$ cat src/rtl/pkg_mult.sv
// Shared types and constants for the multiplier datapath and its
// seven-segment result display.
package pkg_mult;

    localparam int NDIG        = 5;
    localparam int CONV_CYCLES = 17;

    typedef logic signed [17:0] product_t;
    typedef logic [3:0]         bcd_t;
    typedef logic [6:0]         seg_t;

    typedef enum logic [1:0] {
        IDLE,
        CONV,
        UPDATE
    } disp_state_e;

    localparam seg_t SEG_BLANK = 7'h7F;
    localparam seg_t SEG_MINUS = 7'h3F;
    localparam seg_t SEG_ZERO  = 7'h40;

endpackage

$ cat src/rtl/seg7_decoder.sv
// BCD digit to active-low seven-segment pattern {g,f,e,d,c,b,a}.
// Non-decimal nibbles and blanked digits both show nothing.
module seg7_decoder
    import pkg_mult::*;
(
    input  bcd_t digit,
    input  logic blank,
    output seg_t seg
);

    always_comb begin
        seg = SEG_BLANK;
        if (!blank) begin
            unique case (digit)
                4'd0:    seg = 7'h40;
                4'd1:    seg = 7'h79;
                4'd2:    seg = 7'h24;
                4'd3:    seg = 7'h30;
                4'd4:    seg = 7'h19;
                4'd5:    seg = 7'h12;
                4'd6:    seg = 7'h02;
                4'd7:    seg = 7'h78;
                4'd8:    seg = 7'h00;
                4'd9:    seg = 7'h10;
                default: seg = SEG_BLANK;
            endcase
        end
    end

endmodule

$ cat src/rtl/result_display.sv
// Signed product to five decimal digits plus sign on seven-segment
// displays, using an iterative double-dabble conversion.
module result_display
    import pkg_mult::*;
#(
    parameter int DW = 18
) (
    input  logic          i_clk,
    input  logic          i_rst,
    input  logic          i_start,
    input  logic [DW-1:0] i_result,
    output logic          o_ready,
    output logic          o_done,
    output seg_t          o_hex0,
    output seg_t          o_hex1,
    output seg_t          o_hex2,
    output seg_t          o_hex3,
    output seg_t          o_hex4,
    output seg_t          o_hex5
);

    localparam int BW = 4 * NDIG;

    disp_state_e   state_r;
    logic          neg_r;
    logic [DW-1:0] mag_r;
    logic [BW-1:0] bcd_r;
    logic [BW-1:0] bcd_adj;
    logic [4:0]    cnt_r;
    logic [NDIG-1:0] blank;
    seg_t          seg_w [NDIG];

    always_comb begin
        bcd_adj = bcd_r;
        for (int i = 0; i < NDIG; i++) begin
            if (bcd_r[4*i +: 4] >= 4'd5)
                bcd_adj[4*i +: 4] = bcd_r[4*i +: 4] + 4'd3;
        end
    end

    // A digit blanks only if it and every more significant digit are zero.
    always_comb begin
        blank = '0;
        blank[NDIG-1] = (bcd_r[4*(NDIG-1) +: 4] == 4'd0);
        for (int i = NDIG - 2; i >= 1; i--)
            blank[i] = blank[i+1] && (bcd_r[4*i +: 4] == 4'd0);
        blank[0] = 1'b0;
    end

    for (genvar g = 0; g < NDIG; g++) begin : g_dec
        seg7_decoder u_dec (
            .digit (bcd_r[4*g +: 4]),
            .blank (blank[g]),
            .seg   (seg_w[g])
        );
    end

    // The magnitude's top bit is always zero, so the shift feeds from DW-2.
    always_ff @(posedge i_clk or negedge i_rst) begin
        if (!i_rst) begin
            state_r <= IDLE;
            neg_r   <= 1'b0;
            mag_r   <= '0;
            bcd_r   <= '0;
            cnt_r   <= '0;
            o_ready <= 1'b1;
            o_done  <= 1'b0;
            o_hex0  <= SEG_ZERO;
            o_hex1  <= SEG_BLANK;
            o_hex2  <= SEG_BLANK;
            o_hex3  <= SEG_BLANK;
            o_hex4  <= SEG_BLANK;
            o_hex5  <= SEG_BLANK;
        end else begin
            o_done <= 1'b0;
            unique case (state_r)
                IDLE: begin
                    if (i_start) begin
                        neg_r   <= i_result[DW-1];
                        mag_r   <= i_result[DW-1] ? DW'(-i_result)
                                                  : i_result;
                        bcd_r   <= '0;
                        cnt_r   <= 5'(CONV_CYCLES);
                        o_ready <= 1'b0;
                        state_r <= CONV;
                    end
                end
                CONV: begin
                    bcd_r <= {bcd_adj[BW-2:0], mag_r[DW-2]};
                    mag_r <= mag_r << 1;
                    cnt_r <= cnt_r - 5'd1;
                    if (cnt_r == 5'd1)
                        state_r <= UPDATE;
                end
                UPDATE: begin
                    o_hex0  <= seg_w[0];
                    o_hex1  <= seg_w[1];
                    o_hex2  <= seg_w[2];
                    o_hex3  <= seg_w[3];
                    o_hex4  <= seg_w[4];
                    o_hex5  <= (neg_r && bcd_r != '0) ? SEG_MINUS
                                                      : SEG_BLANK;
                    o_done  <= 1'b1;
                    o_ready <= 1'b1;
                    state_r <= IDLE;
                end
                default: state_r <= IDLE;
            endcase
        end
    end

endmodule
$ cat config.mk
export PLATFORM = sky130hd
export DESIGN_NAME = result_display
export DESIGN_NICKNAME = d
export VERILOG_FILES = /design/src/rtl/pkg_mult.sv /design/src/rtl/seg7_decoder.sv /design/src/rtl/result_display.sv
export SDC_FILE = /design/constraint.sdc
export NUM_CORES = 1
export LEC_CHECK = 0
export CORE_ASPECT_RATIO = 1.2
export CORE_MARGIN = 5
export CORE_UTILIZATION = 35
export CTS_CLUSTER_DIAMETER = 30
export DETAILED_ROUTE_END_ITERATION = 6
export HOLD_SLACK_MARGIN = 0.15
export PLACE_DENSITY = 0.65
export SLEW_MARGIN = 20
export SYNTH_ARGS = -nofsm -noshare
export SYNTH_HDL_FRONTEND = slang
export SYNTH_SLANG_ARGS = --single-unit
$ cat constraint.sdc
create_clock -name i_clk -period 2.35 [get_ports i_clk]
set_input_delay 0.5875 -clock i_clk [delete_from_list [all_inputs] [get_ports i_clk]]
set_output_delay 0.5875 -clock i_clk [all_outputs]
set_load 0.05 [all_outputs]
==> metrics.md, run 1 <==
| Metric | Value |
|---|---|
| Final ANT Viol Nets | `0` |
| Root Driver | `clkbuf_16` |
| Vias in the first global route | `4008` |
| Async SR Flop Fraction | `100%` |
| Yosys top cell by area | `dfrtp_1` |
| Internal power | `4.81 mW` |
| Cells after Synth | `514` |
| Post-synthesis area per instance | `9.23 um^2` |
| Setup violators final | `0` |
| Top-count cell post-synth | `o21ai_0` |
| GRT Resource Usage Total | `14.3%` |
| Synth area leaders | `dfrtp_1, dfstp_2, ha_1, o21ai_0, a21oi_1` |
| Clock transition at path regs | `0.06 ns` |
| Final WL | `11.0 mm` |
| Final Power | `8.65 mW` |
| Post-synth EDFFs | `0` |
| Net count reported at finish | `633` |
| Crit path cell chain | `clkdlybuf4s50_1` |
| Antenna diodes | `0` |
| Die area | `16000 um^2` |
| # port buffers | `58` |
| Die width | `116 um` |
| CP endpoint kind | `primary output` |
| Top delay family on crit path | `buffers and inverters` |
| Setup Crit Path Kind | `flop to primary output` |
| F_max | `437 MHz` |
| Min Tclk post-route | `2.29 ns` |
| Leak | `2.53 nW` |
| Pre-CTS setup slack | `-0.125 ns` |
| Max_cap viols | `0` |
| Clk_skew | `0.00702 ns` |
| Core box area | `13200 um^2` |
| Final RePlAce weighted congestion | `0.899` |
| CP Data Required Time | `1.76 ns` |
| Max-slew violations | `0` |
| Yosys cell types | `52` |
| Starting Density | `35.8%` |
| Starting DRT DRC Count | `189` |
| CP max FO | `2` |
| Synthesized area | `4740 um^2` |
| CTS tree | `built` |
| Crit-path slowest cell | `clkdlybuf4s50_1` |
| Flop pwr share | `31.6%` |
| P per Cell Area | `1470 nW/um^2` |
| Max Buffers Root-to-Sink | `2` |
| Clock share of power | `17.3%` |
| Yosys top cell area share | `27.4%` |
| Synth Register Bits | `83` |
| Via count of the routed design | `3934` |
| DR WL/cell | `14.6 um` |
| Sinks on Clock Net | `83` |
| Startpoint types | `flop` |
| Switching share of power | `44.4%` |
| Die height | `138 um` |
| Final period utilization | `97.4%` |
| Skew-Pair Late Insertion Delay | `0.33 ns` |
| Sw power | `3.84 mW` |
| Fin. Hold Viols | `0` |
| Largest net degree at the start of global routing | `35` |
| # DRC | `0` |
| Number of setup buffers added after CTS | `0` |
| CP Buf/Inv Count | `1` |
| Pre-antenna DRT Iters | `4` |
| Status | `finished clean` |
| Fraction of layout cells with a size suffix above 1 | `16.1%` |
| CTS Hold Buffers Added | `0` |
| Cts bufs inserted | `9` |
| CP peak stage delay | `0.81 ns` |
| Top_reg_cell synth | `dfrtp_1` |
| Layout Utilization | `44.5%` |
| Max VDD drop | `0.645 mV` |
| CP arrival | `1.70 ns` |
| Detailed Place HPWL | `8.12 mm` |
| Area Overhead vs Synth | `24.0%` |
| RSZ-0062 raised after global routing | `false` |
| Comb power frac | `51.1%` |
| Tightest Pin Transition | `0.538 ns` |
| H-tree level count | `3` |
| Post-CTS Resized | `0` |
| First-pass GRT wire length | `18.5 mm` |
| Max_slew headroom | `63.8%` |
| Final Worst Setup Slack | `0.0620 ns` |
| Vias per cell | `5.22` |
| Hold Crit Class | `primary input to asynchronous set/reset pin` |
| Grt ovf | `0` |
| Synth cell count leaders | `o21ai_0, dfrtp_1, a21oi_1` |
| Num rows | `46` |
| Ports | `65` |
| Synth warn | `0` |
| Sequential fraction of the synthesis area | `44.6%` |
| Initial antenna violation count | `0` |
[power groups by stage]
stage	sequential [mW]	clock, mW	combinational (mW)
finish	2.73	1.50	4.42
detailed placement	2.75	0	4.44
floorplan	3.47	0	2.42
global placement	2.73	0	4.33
CTS	2.74	1.53	4.46
global route	2.82	1.60	4.86
[routing by layer]
| layer | track usage (%) | vias to the layer above | wire length [um] |
|---|---|---|---|
| li1 | - | 1934 | - |
| met1 | 16.7 | 1910 | 4570 |
| met2 | 25.3 | 76 | 5800 |
| met3 | 2.94 | 14 | 458 |
| met4 | 5.54 | 0 | 193 |
| met5 | 0 | - | 0 |
[per-stage QoR]
stage	hold slack, ns	instance area, um^2	instances	setup TNS, ns
after floorplan	0.292	4760	519	0
after global placement	0.449	5570	737	-0.0102
after detailed placement	0.461	5570	737	-0.215
after CTS	0.208	5880	753	0
after global routing	0.229	5880	753	0
final	0.201	5880	753	0
[final cells by class]
class | instances | area [um^2]
Sequential cell | 83 | 2120
Clock buffer | 9 | 225
Fill cell | 1271 | 7350
Multi-Input combinational cell | 372 | 2370
Inverter | 31 | 116
Clock inverter | 7 | 92.6
Timing Repair Buffer | 83 | 751
Tap cell | 168 | 210
[cell usage in the layout (no fill, tap or decap), types with 6 or more instances in the layout]
master,count
a21oi_1,46
a22oi_1,9
buf_4,36
clkbuf_16,9
clkdlybuf4s50_1,46
conb_1,6
dfrtp_1,52
dfstp_2,31
ha_1,32
inv_1,31
nand2_1,34
nand2b_1,9
nand3_1,13
nor2_1,44
nor3_1,7
o21ai_0,57
o22a_1,15
o22ai_1,11
o31ai_1,7
xnor2_1,8
xor2_1,13
[state kept, by name (all words and copies together) (netlist names)]
signal   cells
o_hex4       7
cnt_r        5
bcd_r       20
o_hex2       7
o_hex0       7
mag_r       17
o_hex1       7
state_r      2
o_hex5       1
o_hex3       7
neg_r        1
o_done       1
o_ready      1
[kinds of logic (layout without fill, tap and decap cells)]
group	Yosys count	count (layout)	synth area share [%]
buffers and inverters	64	130	5.78
AND/OR/NAND/NOR	134	134	13.9
other	1	6	0.0790
multiplexers	5	5	1.05
flip-flops	83	83	44.6
AO/OA/AOI/OAI	174	174	22.3
XOR/XNOR	21	21	3.88
adder cells (fa/ha/maj)	32	32	8.44
[final timing paths]
| check | to | startpoint | cells past startpoint | slack [ns] |
|---|---|---|---|---|
| setup / recovery | o_ready | o_ready | 1 | 0.06 |
| hold / removal | bcd_r[9] | i_rst | 1 | 0.20 |
| setup reg to reg | o_hex5[6] | bcd_r[16] | 7 | 0.16 |
| hold reg to reg | o_hex5[6] | neg_r | 1 | 0.47 |
| max in group asynchronous | o_hex3[3] | i_rst | 2 | 1.48 |
| min in group i_clk | o_hex5[6] | neg_r | 1 | 0.47 |
Note: power is estimated with default switching activity, not from simulation.
==> run 2, diff against run 1 <==
CORE_UTILIZATION = 31   (was 35)
PLACE_DENSITY = 0.6   (was 0.65)
RECOVER_POWER = 25   (was unset)
==> run 2 against run 1 <==
Effect of this change:
- highest routed layer unchanged
- largest power group unchanged
- sequential cell count unchanged
- maximum frequency rose by 0.57%
- critical endpoint is now o_hex5[6]
- combinational power about the same
==> metrics.md, run 2 (synthesis gave the netlist of run 1 again) <==
| Metric | Value |
|---|---|
| Die width | `123 um (was 116 um)` |
| Startpoint types | `flop (unchanged)` |
| Final ANT Viol Nets | `0 (unchanged)` |
| Largest register by flop count | `bcd_r (unchanged)` |
| H-tree level count | `3 (unchanged)` |
| Grt ovf | `0 (unchanged)` |
| Most common cell after layout, fill and taps aside | `o21ai_0 (unchanged)` |
| Max_cap viols | `0 (unchanged)` |
| Max_slew headroom | `17.6% (was 63.8%)` |
| Pre-antenna DRT Iters | `4 (unchanged)` |
| Pre-CTS setup slack | `-0.0556 ns (was -0.125 ns)` |
| Crit path cell chain | `clkdlybuf4s50_1 (unchanged)` |
| Die area | `17900 um^2 (was 16000 um^2)` |
| P per Cell Area | `1450 nW/um^2 (was 1470 nW/um^2)` |
| # DRC | `0 (unchanged)` |
| Starting DRT DRC Count | `218 (was 189)` |
| Tightest Pin Transition | `1.24 ns (was 0.538 ns)` |
| Number of setup buffers added after CTS | `0 (unchanged)` |
| Root Driver | `clkbuf_16 (unchanged)` |
| Comb power frac | `51.8% (was 51.1%)` |
| Max VDD drop | `0.485 mV (was 0.645 mV)` |
| Switching share of power | `44.9% (was 44.4%)` |
| CP Buf/Inv Count | `1 (unchanged)` |
| Final period utilization | `96.8% (was 97.4%)` |
| Fraction of layout cells with a size suffix above 1 | `15.4% (was 16.1%)` |
| Max Buffers Root-to-Sink | `2 (unchanged)` |
| Final RePlAce weighted congestion | `0.869 (was 0.899)` |
| Final Worst Setup Slack | `0.0750 ns (was 0.0620 ns)` |
| Fin. Hold Viols | `0 (unchanged)` |
| Largest registers | `bcd_r x20, mag_r x17 (unchanged)` |
| Die height | `146 um (was 138 um)` |
| Area Overhead vs Synth | `24.2% (was 24.0%)` |
| # port buffers | `58 (unchanged)` |
| Via count of the routed design | `3889 (was 3934)` |
| Post-DP Area | `5600 um^2 (was 5570 um^2)` |
| Crit-path slowest cell | `clkdlybuf4s50_1 (unchanged)` |
| Num rows | `49 (was 46)` |
| Vias in the first global route | `3963 (was 4008)` |
| CP max FO | `2 (unchanged)` |
| Clk_skew | `0.0123 ns (was 0.00702 ns)` |
| GRT Resource Usage Total | `13.1% (was 14.3%)` |
| CP endpoint kind | `primary output (unchanged)` |
| Ports | `65 (unchanged)` |
| DR WL/cell | `14.2 um (was 14.6 um)` |
| CP Data Required Time | `1.76 ns (about the same)` |
| Leak | `2.50 nW (was 2.53 nW)` |
| Clock share of power | `16.2% (was 17.3%)` |
| Hold Crit Class | `flop to flop (was primary input to asynchronous set/reset pin)` |
| Status | `finished clean (unchanged)` |
| F_max | `440 MHz (was 437 MHz)` |
| Initial antenna violation count | `0 (unchanged)` |
| Worst hold margin | `0.457 ns (was 0.201 ns)` |
| CP peak stage delay | `0.80 ns (was 0.81 ns)` |
| CTS Hold Buffers Added | `1 (was 0)` |
| RSZ-0062 raised after global routing | `false (unchanged)` |
| Sinks on Clock Net | `83 (unchanged)` |
| Net count reported at finish | `633 (unchanged)` |
| Final instance area | `5890 um^2 (was 5880 um^2)` |
| Starting Density | `31.6% (was 35.8%)` |
| Top delay family on crit path | `buffers and inverters (unchanged)` |
| Max-slew violations | `0 (unchanged)` |
| Cts bufs inserted | `9 (unchanged)` |
| Antenna diodes | `0 (unchanged)` |
| Flop pwr share | `32.0% (was 31.6%)` |
| Clock transition at path regs | `0.06 ns (about the same)` |
| Setup Crit Path Kind | `flop to primary output (unchanged)` |
| Vias per cell | `4.93 (was 5.22)` |
| Largest net degree at the start of global routing | `63 (was 35)` |
| Max reg flops | `20 (unchanged)` |
| Core box area | `15000 um^2 (was 13200 um^2)` |
| CP arrival | `1.69 ns (was 1.70 ns)` |
| Detailed Place HPWL | `8.14 mm (was 8.12 mm)` |
| Final WL | `11.2 mm (was 11.0 mm)` |
| Most frequent cells in the layout | `o21ai_0, dfrtp_1, a21oi_1 (was o21ai_0, dfrtp_1, a21oi_1, clkdlybuf4s50_1, nor2_1)` |
| Post-CTS Resized | `0 (unchanged)` |
| Internal power | `4.69 mW (was 4.81 mW)` |
| CTS tree | `built (unchanged)` |
| First-pass GRT wire length | `19.3 mm (was 18.5 mm)` |
| Sw power | `3.83 mW (was 3.84 mW)` |
| Min Tclk post-route | `2.27 ns (was 2.29 ns)` |
| Setup violators final | `0 (unchanged)` |
| Skew-Pair Late Insertion Delay | `0.34 ns (was 0.33 ns)` |
## run 2: routing by layer
metal	global-route usage [%]	up-vias	share of wire (%)
li1	-	1937	-
met1	16.5	1866	44
met2	22.3	73	51
met3	2.14	13	3.4
met4	4.82	0	1.8
met5	0	-	0
## run 2: path summary, 6_finish.rpt
| path | to | slack, ns | startpoint | cells after the start |
|---|---|---|---|---|
| max in group asynchronous | o_hex4[0] | 0.36 | i_rst | 3 |
| max | o_hex5[6] | 0.08 | o_hex5[6] | 1 |
| max reg2reg | o_hex5[6] | 0.14 | bcd_r[17] | 7 |
| min reg2reg | o_ready | 0.46 | o_ready | 2 |
| min in group asynchronous | bcd_r[15] | 1.04 | i_rst | 2 |
| min | o_ready | 0.46 | o_ready | 2 |
## run 2: cell type report
type                       count  area (um^2)
clock buffer                  11          233
clock inverter                 5         55.1
fill                        1486         9130
inverter                      31          116
multi-input combinational    372         2370
sequential                    83         2120
tap                          204          255
timing repair buffer          83          743
## run 2: through the flow
step	TNS [ns]	std cells	total power, mW	util [%]
after floorplan	0	519	5.89	-
after global placement	0	772	7.06	37.3
after detailed placement	-0.0788	772	7.19	37.3
after CTS	0	789	8.62	39.3
after global routing	0	789	9.19	39.2
final	0	789	8.53	39.2
## run 2: power groups by stage
stage	Sequential, mW	Clock (mW)	Combinational (mW)
after CTS	2.74	1.42	4.46
after detailed placement	2.76	0	4.44
final	2.73	1.38	4.42
after global placement	2.72	0	4.34
after floorplan	3.47	0	2.42
after global routing	2.83	1.48	4.88
